==> src/rtl/proc_pkg.sv <==
// Shared types and defaults for the compute-and-stream processor block.
// Latency: none (types and constants only).
// Backpressure: none (types and constants only).
package proc_pkg;

    typedef enum logic [2:0] {
        IDLE,
        COMPUTE,
        DONE,
        STREAM,
        SENT
    } state_t;

    typedef logic [7:0] byte_t;

    localparam int DEF_DEPTH = 16;
    localparam int DEF_DIV   = 4;

endpackage

==> src/rtl/proc_strobe_gen.sv <==
// Divide-by-DIV strobe generator that produces the per-byte read-enable tick.
// Latency: the tick is combinational, high while enabled and the count sits at DIV-1.
// Backpressure: a low en freezes the count, so a paused stream resumes mid-period.
module proc_strobe_gen
    import proc_pkg::*;
#(
    parameter int DIV = DEF_DIV
) (
    input  logic clk,
    input  logic rst_n,
    input  logic clr,
    input  logic en,
    output logic tick
);

    localparam int CW = (DIV > 1) ? $clog2(DIV) : 1;

    logic [CW-1:0] cnt;

    assign tick = en && (cnt == CW'(DIV - 1));

    // Count 0..DIV-1 while enabled; a clear restarts the period from zero.
    always_ff @(posedge clk or negedge rst_n) begin
        if (!rst_n) begin
            cnt <= '0;
        end else if (clr) begin
            cnt <= '0;
        end else if (en) begin
            cnt <= tick ? '0 : cnt + CW'(1);
        end
    end

endmodule

==> src/rtl/proc_top.sv <==
// Fills a byte buffer with a running sum on a start edge, then streams it out on demand.
// Latency: EndFlag rises DEPTH+1 cycles after start is first sampled high; one byte per DIV cycles.
// Backpressure: startIO low pauses the stream; no byte is lost and the period resumes where it stopped.
module proc_top
    import proc_pkg::*;
#(
    parameter int DEPTH = DEF_DEPTH,
    parameter int DIV   = DEF_DIV
) (
    input  logic       clk_FPGA,
    input  logic       reset,
    input  logic       start,
    input  logic       startIO,
    output logic       EndFlag,
    output logic       clk_out,
    output logic [7:0] ReadDataOut
);

    localparam int             IW   = (DEPTH > 1) ? $clog2(DEPTH) : 1;
    localparam logic [IW-1:0]  LAST = IW'(DEPTH - 1);

    state_t        state;
    byte_t         mem [DEPTH];
    logic [IW-1:0] idx;
    logic [IW-1:0] rd;
    byte_t         acc;
    byte_t         sum;
    logic          start_q, start_qq;
    logic          sio_q, sio_qq;
    logic          start_rise, sio_rise;
    logic          strobe_clr, strobe_en, tick;

    // Edges are taken from the registered copies so both inputs share one sampling point.
    assign start_rise = start_q & ~start_qq;
    assign sio_rise   = sio_q & ~sio_qq;
    assign sum        = acc + byte_t'(idx);
    assign strobe_en  = (state == STREAM) && sio_q;
    // The divider restarts whenever a fresh stream begins; a start edge pre-empts that.
    assign strobe_clr = !start_rise &&
                        (((state == DONE) && sio_q) || ((state == SENT) && sio_rise));

    proc_strobe_gen #(.DIV(DIV)) u_strobe (
        .clk   (clk_FPGA),
        .rst_n (reset),
        .clr   (strobe_clr),
        .en    (strobe_en),
        .tick  (tick)
    );

    // Sample the control inputs for edge detection.
    always_ff @(posedge clk_FPGA or negedge reset) begin
        if (!reset) begin
            start_q  <= 1'b0;
            start_qq <= 1'b0;
            sio_q    <= 1'b0;
            sio_qq   <= 1'b0;
        end else begin
            start_q  <= start;
            start_qq <= start_q;
            sio_q    <= startIO;
            sio_qq   <= sio_q;
        end
    end

    // Main sequencer: compute the running sum into the buffer, then stream it byte by byte.
    always_ff @(posedge clk_FPGA or negedge reset) begin
        if (!reset) begin
            state       <= IDLE;
            EndFlag     <= 1'b0;
            clk_out     <= 1'b0;
            ReadDataOut <= '0;
            idx         <= '0;
            rd          <= '0;
            acc         <= '0;
            for (int i = 0; i < DEPTH; i++) begin
                mem[i] <= '0;
            end
        end else begin
            clk_out <= 1'b0;
            case (state)
                IDLE: begin
                    if (start_rise) begin
                        state <= COMPUTE;
                        idx   <= '0;
                        acc   <= '0;
                    end
                end
                COMPUTE: begin
                    mem[idx] <= sum;
                    acc      <= sum;
                    if (idx == LAST) begin
                        state   <= DONE;
                        EndFlag <= 1'b1;
                    end else begin
                        idx <= idx + IW'(1);
                    end
                end
                DONE: begin
                    if (start_rise) begin
                        EndFlag <= 1'b0;
                        state   <= COMPUTE;
                        idx     <= '0;
                        acc     <= '0;
                    end else if (sio_q) begin
                        state <= STREAM;
                        rd    <= '0;
                    end
                end
                STREAM: begin
                    if (tick) begin
                        clk_out     <= 1'b1;
                        ReadDataOut <= mem[rd];
                        if (rd == LAST) begin
                            state <= SENT;
                        end else begin
                            rd <= rd + IW'(1);
                        end
                    end
                end
                SENT: begin
                    if (start_rise) begin
                        EndFlag <= 1'b0;
                        state   <= COMPUTE;
                        idx     <= '0;
                        acc     <= '0;
                    end else if (sio_rise) begin
                        state <= STREAM;
                        rd    <= '0;
                    end
                end
                default: state <= IDLE;
            endcase
        end
    end

endmodule

==> config.mk <==
export PLATFORM = sky130hd
export DESIGN_NAME = proc_top
export DESIGN_NICKNAME = d
export VERILOG_FILES = /design/src/rtl/proc_pkg.sv /design/src/rtl/proc_strobe_gen.sv /design/src/rtl/proc_top.sv
export SDC_FILE = /design/constraint.sdc
export NUM_CORES = 1
export LEC_CHECK = 0
export CORE_UTILIZATION = 35
export DETAILED_ROUTE_END_ITERATION = 16
export GPL_ROUTABILITY_DRIVEN = 0
export PLACE_DENSITY_LB_ADDON = 0.08
export SLEW_MARGIN = 25
export SYNTH_ARGS = -nofsm -noshare
export SYNTH_HDL_FRONTEND = slang
export SYNTH_SLANG_ARGS = --single-unit
==> constraint.sdc <==
create_clock -name clk_FPGA -period 5.62 [get_ports clk_FPGA]
set_input_delay 0.843 -clock clk_FPGA [delete_from_list [all_inputs] [get_ports clk_FPGA]]
set_output_delay 0.843 -clock clk_FPGA [all_outputs]
set_load 0.05 [all_outputs]
Yosys cells after proc, flatten, opt, wreduce, memory -nomap -nowiden
Cells that the tools add are included.
- multiply operators: 0
- eq/ne operators: 21
- divide/modulo/power cells: 0
- add/sub/neg operators: 4
- mux-type cells: 35
- $lt $le $gt $ge: 3
- shifts and indexed selects: 0
- reduce and logical (&&, ||, !) cells: 21
- bitwise operators: 6
- operators by type and width (cell ; number):
    128-bit bitwise mux ; 1
    8-bit binary-select mux with 4-bit select ; 1
    8-bit demux with 4-bit select ; 1
    4-bit two-way mux ; 8
    8-bit two-way mux ; 4
    3-bit two-way mux ; 8
    2-bit != test, second input constant ; 8
    8-bit one-hot mux with 2 select lines ; 1
    3-bit one-hot mux with 5 select lines ; 1
    4-bit one-hot mux with 3 select lines ; 1
    5-bit >= comparator, second input constant ; 2
    4-bit inverter with 5-bit output ; 2
    4-bit by 1-bit adder with 4-bit output, second input constant ; 2
    8-bit by 4-bit adder with 8-bit output ; 1
    4-bit == test, second input constant ; 2
    2-bit by 1-bit != test with 1-bit output, second input constant ; 4
    4-bit one-hot mux with 2 select lines ; 1
    7-bit AND reduction ; 1
    3-bit by 2-bit == test with 1-bit output, second input constant ; 2
    1-bit logical AND ; 6
    2-bit two-way mux ; 3
    3-bit != test, second input constant ; 2
    3-bit AND reduction ; 2
    6-bit AND reduction ; 1
    other kinds (17) ; 25
- memories kept: 0
- ROM bits: 0
- input port bits: 4
- bits in writable memories: 0
- flip-flop bits (word level): 163
- bits in latches: 0

Depth between registers and ports, before layout
- word-level depth: 6
- depth in mapped cells: 8
- gate-level depth less buffers: 7

Hierarchy
Synthesis repeated with hierarchy kept, for this count alone.
- cells, all modules: 682
- area, all modules: 7450.9 um^2
- by module, submodules not included (module ; times used ; cells an instance ; area each (um^2)):
    proc_top ; 1 ; 673 ; 7344.5
    proc_strobe_gen ; 1 ; 9 ; 106.4

Worst setup path before layout
No wires, ideal clock.
- path type: register to register
- from: register idx[0]
- to: register mem[102] (netlist bit)
- path slack: 3338 ps
- stages on the path, launching flop included: 9
- arrival time: 2150 ps
- period minus slack after synthesis: 2282 ps
- library setup time: 132 ps
- buffers on the path: 1
- path through: dfrtp_1 > ha_1 > fa_1 > a21o_1 > a21o_1 > nand3_1 > xor2_1 > clkbuf_2 > o21ai_0
- word-level cells in the longest chain between the ends: 6
- elaborated cells between the ends (all ways): 8
- classes of those cells: 1 x add/sub; 2 x order compare; 3 x mux; 1 x bitwise; 1 x reduce/logical
- RTL lines (item ; line ; text):
    from (decl) ; proc_top.sv:24 ; logic [IW-1:0] idx;
    from (signal assigned) ; proc_top.sv:95 ; idx <= idx + IW'(1);
    4-bit inverter with 5-bit output (implied by the code) ; proc_top.sv:89 ; mem[idx] <= sum;
    5-bit >= comparator (implied by the code) or 5-bit by 1-bit less-than comparator with 1-bit output (tied branches) ; proc_top.sv:89 ;
    1-bit logical AND (implied by the code) ; proc_top.sv:89 ;
    8-bit two-way mux (implied by the code) ; proc_top.sv:89 ;
    8-bit demux with 4-bit select ; proc_top.sv:89 ;
    128-bit bitwise mux * ; proc_top.sv:89 ;
    to (signal, indexed assignment) ; proc_top.sv:89 ;
    to (decl) ; proc_top.sv:23 ; byte_t mem [DEPTH];
Mark *: on every way between the ends. The rest lies on a longest branch, timed or not.
A chain may end at the register's enable or synchronous reset.

Worst setup path in the final report
- from: register idx[0]
- to: register mem[78] (netlist bit)
The elaborated chain is that of the path after synthesis.

==> results by group <==
Clock tree
  • # Post-CTS Setup Buffers: 0
  • Worst-Skew Late Latency: 0.43 ns
  • Htree depth: 4
  • CTS sink cnt: 163
  • CTS tree: done
  • CTS buffer count: 17
  • Post-CTS Resized: 0
  • Hold buffer count at cts: 0
  • CTS Buffer Depth: 2
  • Clock root buffer: clkbuf_16
  • Clk pin slew, worst setup/hold paths: 0.06 ns

Finish
  • Nets: 692
  • P&R area growth vs syn: 12.6%
  • Register Area: 4080 µm²
  • Fill cell count: 1954
  • Area of the multi-input gates: 3120 µm²
  • Non-filler instance count after layout: 959
  • Antenna cells: 0
  • Share of cells above drive strength 1: 0.141

Worst setup path
  • Worst Reg2Reg Path Length in Cells: 7
  • Worst R2R End: mem[78]
  • Startpoint Class: flop
  • Critical R2R Launch: idx[0]
  • Crit Path Category: flop to flop
  • Crit-path max FO: 16
  • End of the critical path: mem[78]
  • Crit path capture type: flop
  • Critical path arrival: 3.15 ns
  • R2R setup slack: 2.73 ns
  • CP required: 5.88 ns
  • Critical Path Start: idx[0]

Logic synthesis
  • Leading area contributor after synthesis: dfrtp_1
  • Post-Synthesis Net Count: 701
  • Register area share after synthesis: 0.551
  • Mean Syn Cell Area: 10.8 µm²
  • Synth top area cells: dfrtp_1 (55%), mux4_2 (7.3%), nand2_1 (7.3%), o21ai_0 (7.2%), mux2_2 (3.7%)
  • Seq cells post-synth: 163
  • Netlist area before placement: 7400 µm²
  • Syn Inst Count: 686
  • Ys Warns: 0
  • Synth cell types: 50
  • Post-synth top area share: 0.551

Placed design
  • Cell Count Post-Placement: 928
  • # port buffers: 13
  • HPWL after DPL: 11.7 mm

Drt
  • Routed len/inst: 18.9 µm
  • DR DRC count: 0
  • Via/cell ratio: 5.27
  • Initial drt markers: 337
  • Post-route ant nets: 0
  • Total Wirelength: 18.1 mm
  • Vias post-DR: 5058
  • First drt pass iteration count: 7

Power and ir drop
  • Leak Pwr: 3.53 nW
  • Peak VDD IR: 0.000227 V
  • Pwr dens: 474 nW/µm²

Floorplanning
  • Die Area: 21700 µm²
  • Initial Util: 0.361
  • # IOs: 14
  • Die W: 147 µm
  • Rows: 52
  • Core area: 20500 µm²
  • Die Ht: 147 µm

STA
  • Final period util: 0.514
  • Worst slew pin tran: 0.948 ns
  • Max-slew violation count: 0
  • Slew headroom: 0.366
  • Highest Clock Rate: 346 MHz
  • RSZ-0062 raised after global routing: no
  • Final Hold Viols: 0
  • Final worst path period need: 2.89 ns
  • Setup TNS: 0 ns
  • Final Skew: 0.0133 ns
  • Final setup vio count: 0

GRT
  • Gr usage total: 0.181
  • Vias in the first global route: 5018
  • Initial antenna violation count: 0
  • First-pass GRT wire length: 29.3 mm
  • Largest net degree at the start of global routing: 120
  • GRT overflow: 0

Worst hold path
  • Hold Crit Depth: 0
  • Min-Delay Path Class: flop to flop

Job
  • Max Cap Viol: 0

Status
  • Status: complete, no violations
-- flip-flops by register name (all words and copies together), names as in the netlist --
register / flops
sio_q: 1
clk_out: 1
state: 3
ReadDataOut: 8
sio_qq: 1
mem: 128
start_qq: 1
idx: 4
start_q: 1
EndFlag: 1
acc: 8
rd: 4
u_strobe.cnt: 2
-- cells in the mapped netlist (all sizes together) --
cell,count
o211ai,1
mux2i,18
nand3,19
o22ai,8
o21ai,107
buf,15
a22oi,9
xor2,3
a32oi,1
mux4,24
nand2,143
nor2b,6
nor3,1
nor2,28
nor3b,1
and3b,1
a41oi,1
nand2b,2
o221ai,1
clkbuf,32
ha,10
or3,2
nand4,5
nand3b,2
a22o,2
fa,1
or4,1
a21oi,17
o21a,1
mux2,24
or3b,2
xnor2,2
o31ai,1
and2,1
a32o,3
a21o,4
inv,3
and3,1
or2,1
dfrtp,163
a31oi,19
-- kinds of logic after synthesis --
| family | synth area share |
|---|---|
| mux | 0.134 |
| compound gates | 0.135 |
| flops | 0.551 |
| simple gates | 0.124 |
| xor+xnor | 0.00694 |
| buf+inv | 0.0289 |
| fa+ha+maj | 0.0196 |
-- how the worst min path moves through the flow --
| stage | startpoint | to | slack, ns |
|---|---|---|---|
| global route | start_q | start_qq | 0.41 |
| finish | start_q | start_qq | 0.39 |
| floorplan | start_q | start_qq | 0.36 |
| global placement | start_q | start_qq | 0.39 |
| detailed placement | start_q | start_qq | 0.38 |
| CTS | start_q | start_qq | 0.40 |
-- per-stage QoR --
step / util / hold WS, ns / setup WS [ns] / area (µm²) / power [mW]
finish: 0.406 / 0.392 / 2.73 / 8330 / 3.95
global route: 0.406 / 0.407 / 2.51 / 8330 / 4.19
CTS: 0.406 / 0.397 / 2.73 / 8320 / 3.99
detailed placement: 0.377 / 0.383 / 2.74 / 7720 / 2.82
global placement: 0.377 / 0.391 / 2.85 / 7720 / 2.78
floorplan: - / 0.360 / 3.34 / 7400 / 2.42
-- cells in the final DEF (no fill, tap or decap), drive strengths merged, types with 3 or more instances in the layout --
master / instances
clkinv: 4
nor2: 28
clkinvlp: 3
a21o: 4
mux2i: 18
clkbuf: 21
ha: 10
nand3: 19
nand4: 5
mux2: 24
inv: 4
a22oi: 9
a31oi: 19
mux4: 24
o21ai: 107
nand2: 143
buf: 7
xor2: 3
a21oi: 17
clkdlybuf4s50: 12
nor2b: 6
dfrtp: 163
a32o: 3
o22ai: 8
-- routing by layer --
metal / GRT usage / wire length (µm) / up-vias
met4: 0.0541 / 176 / 0
met3: 0.0315 / 461 / 17
met5: 0 / 0 / -
li1: - / - / 2416
met2: 0.296 / 8860 / 75
met1: 0.245 / 8600 / 2550
-- report_power, final --
part	internal [mW]	total, mW	switching, mW
combinational	0.457	1.17	0.714
sequential	1.39	1.61	0.221
clock	0.691	1.17	0.479
-- critical path: stages, from the launching register on --
cell and delay [ns]:
dfrtp_1 0.45, ha_1 0.26, fa_1 0.43, a21o_1 0.21, a21o_1 0.24, nand3_1 0.14, xor2_1 0.76, o21ai_0 0.22
-- final cells by class --
| cell class | instances | area share |
|---|---|---|
| inverters | 3 | 0.00135 |
| flip-flops and latches | 163 | 0.490 |
| clock inverters | 10 | 0.0152 |
| well taps | 270 | 0.0406 |
| multi-input cells | 473 | 0.374 |
| repair buffers | 19 | 0.0216 |
| clock buffers | 21 | 0.0565 |
Power figures use the tool's default switching activity.
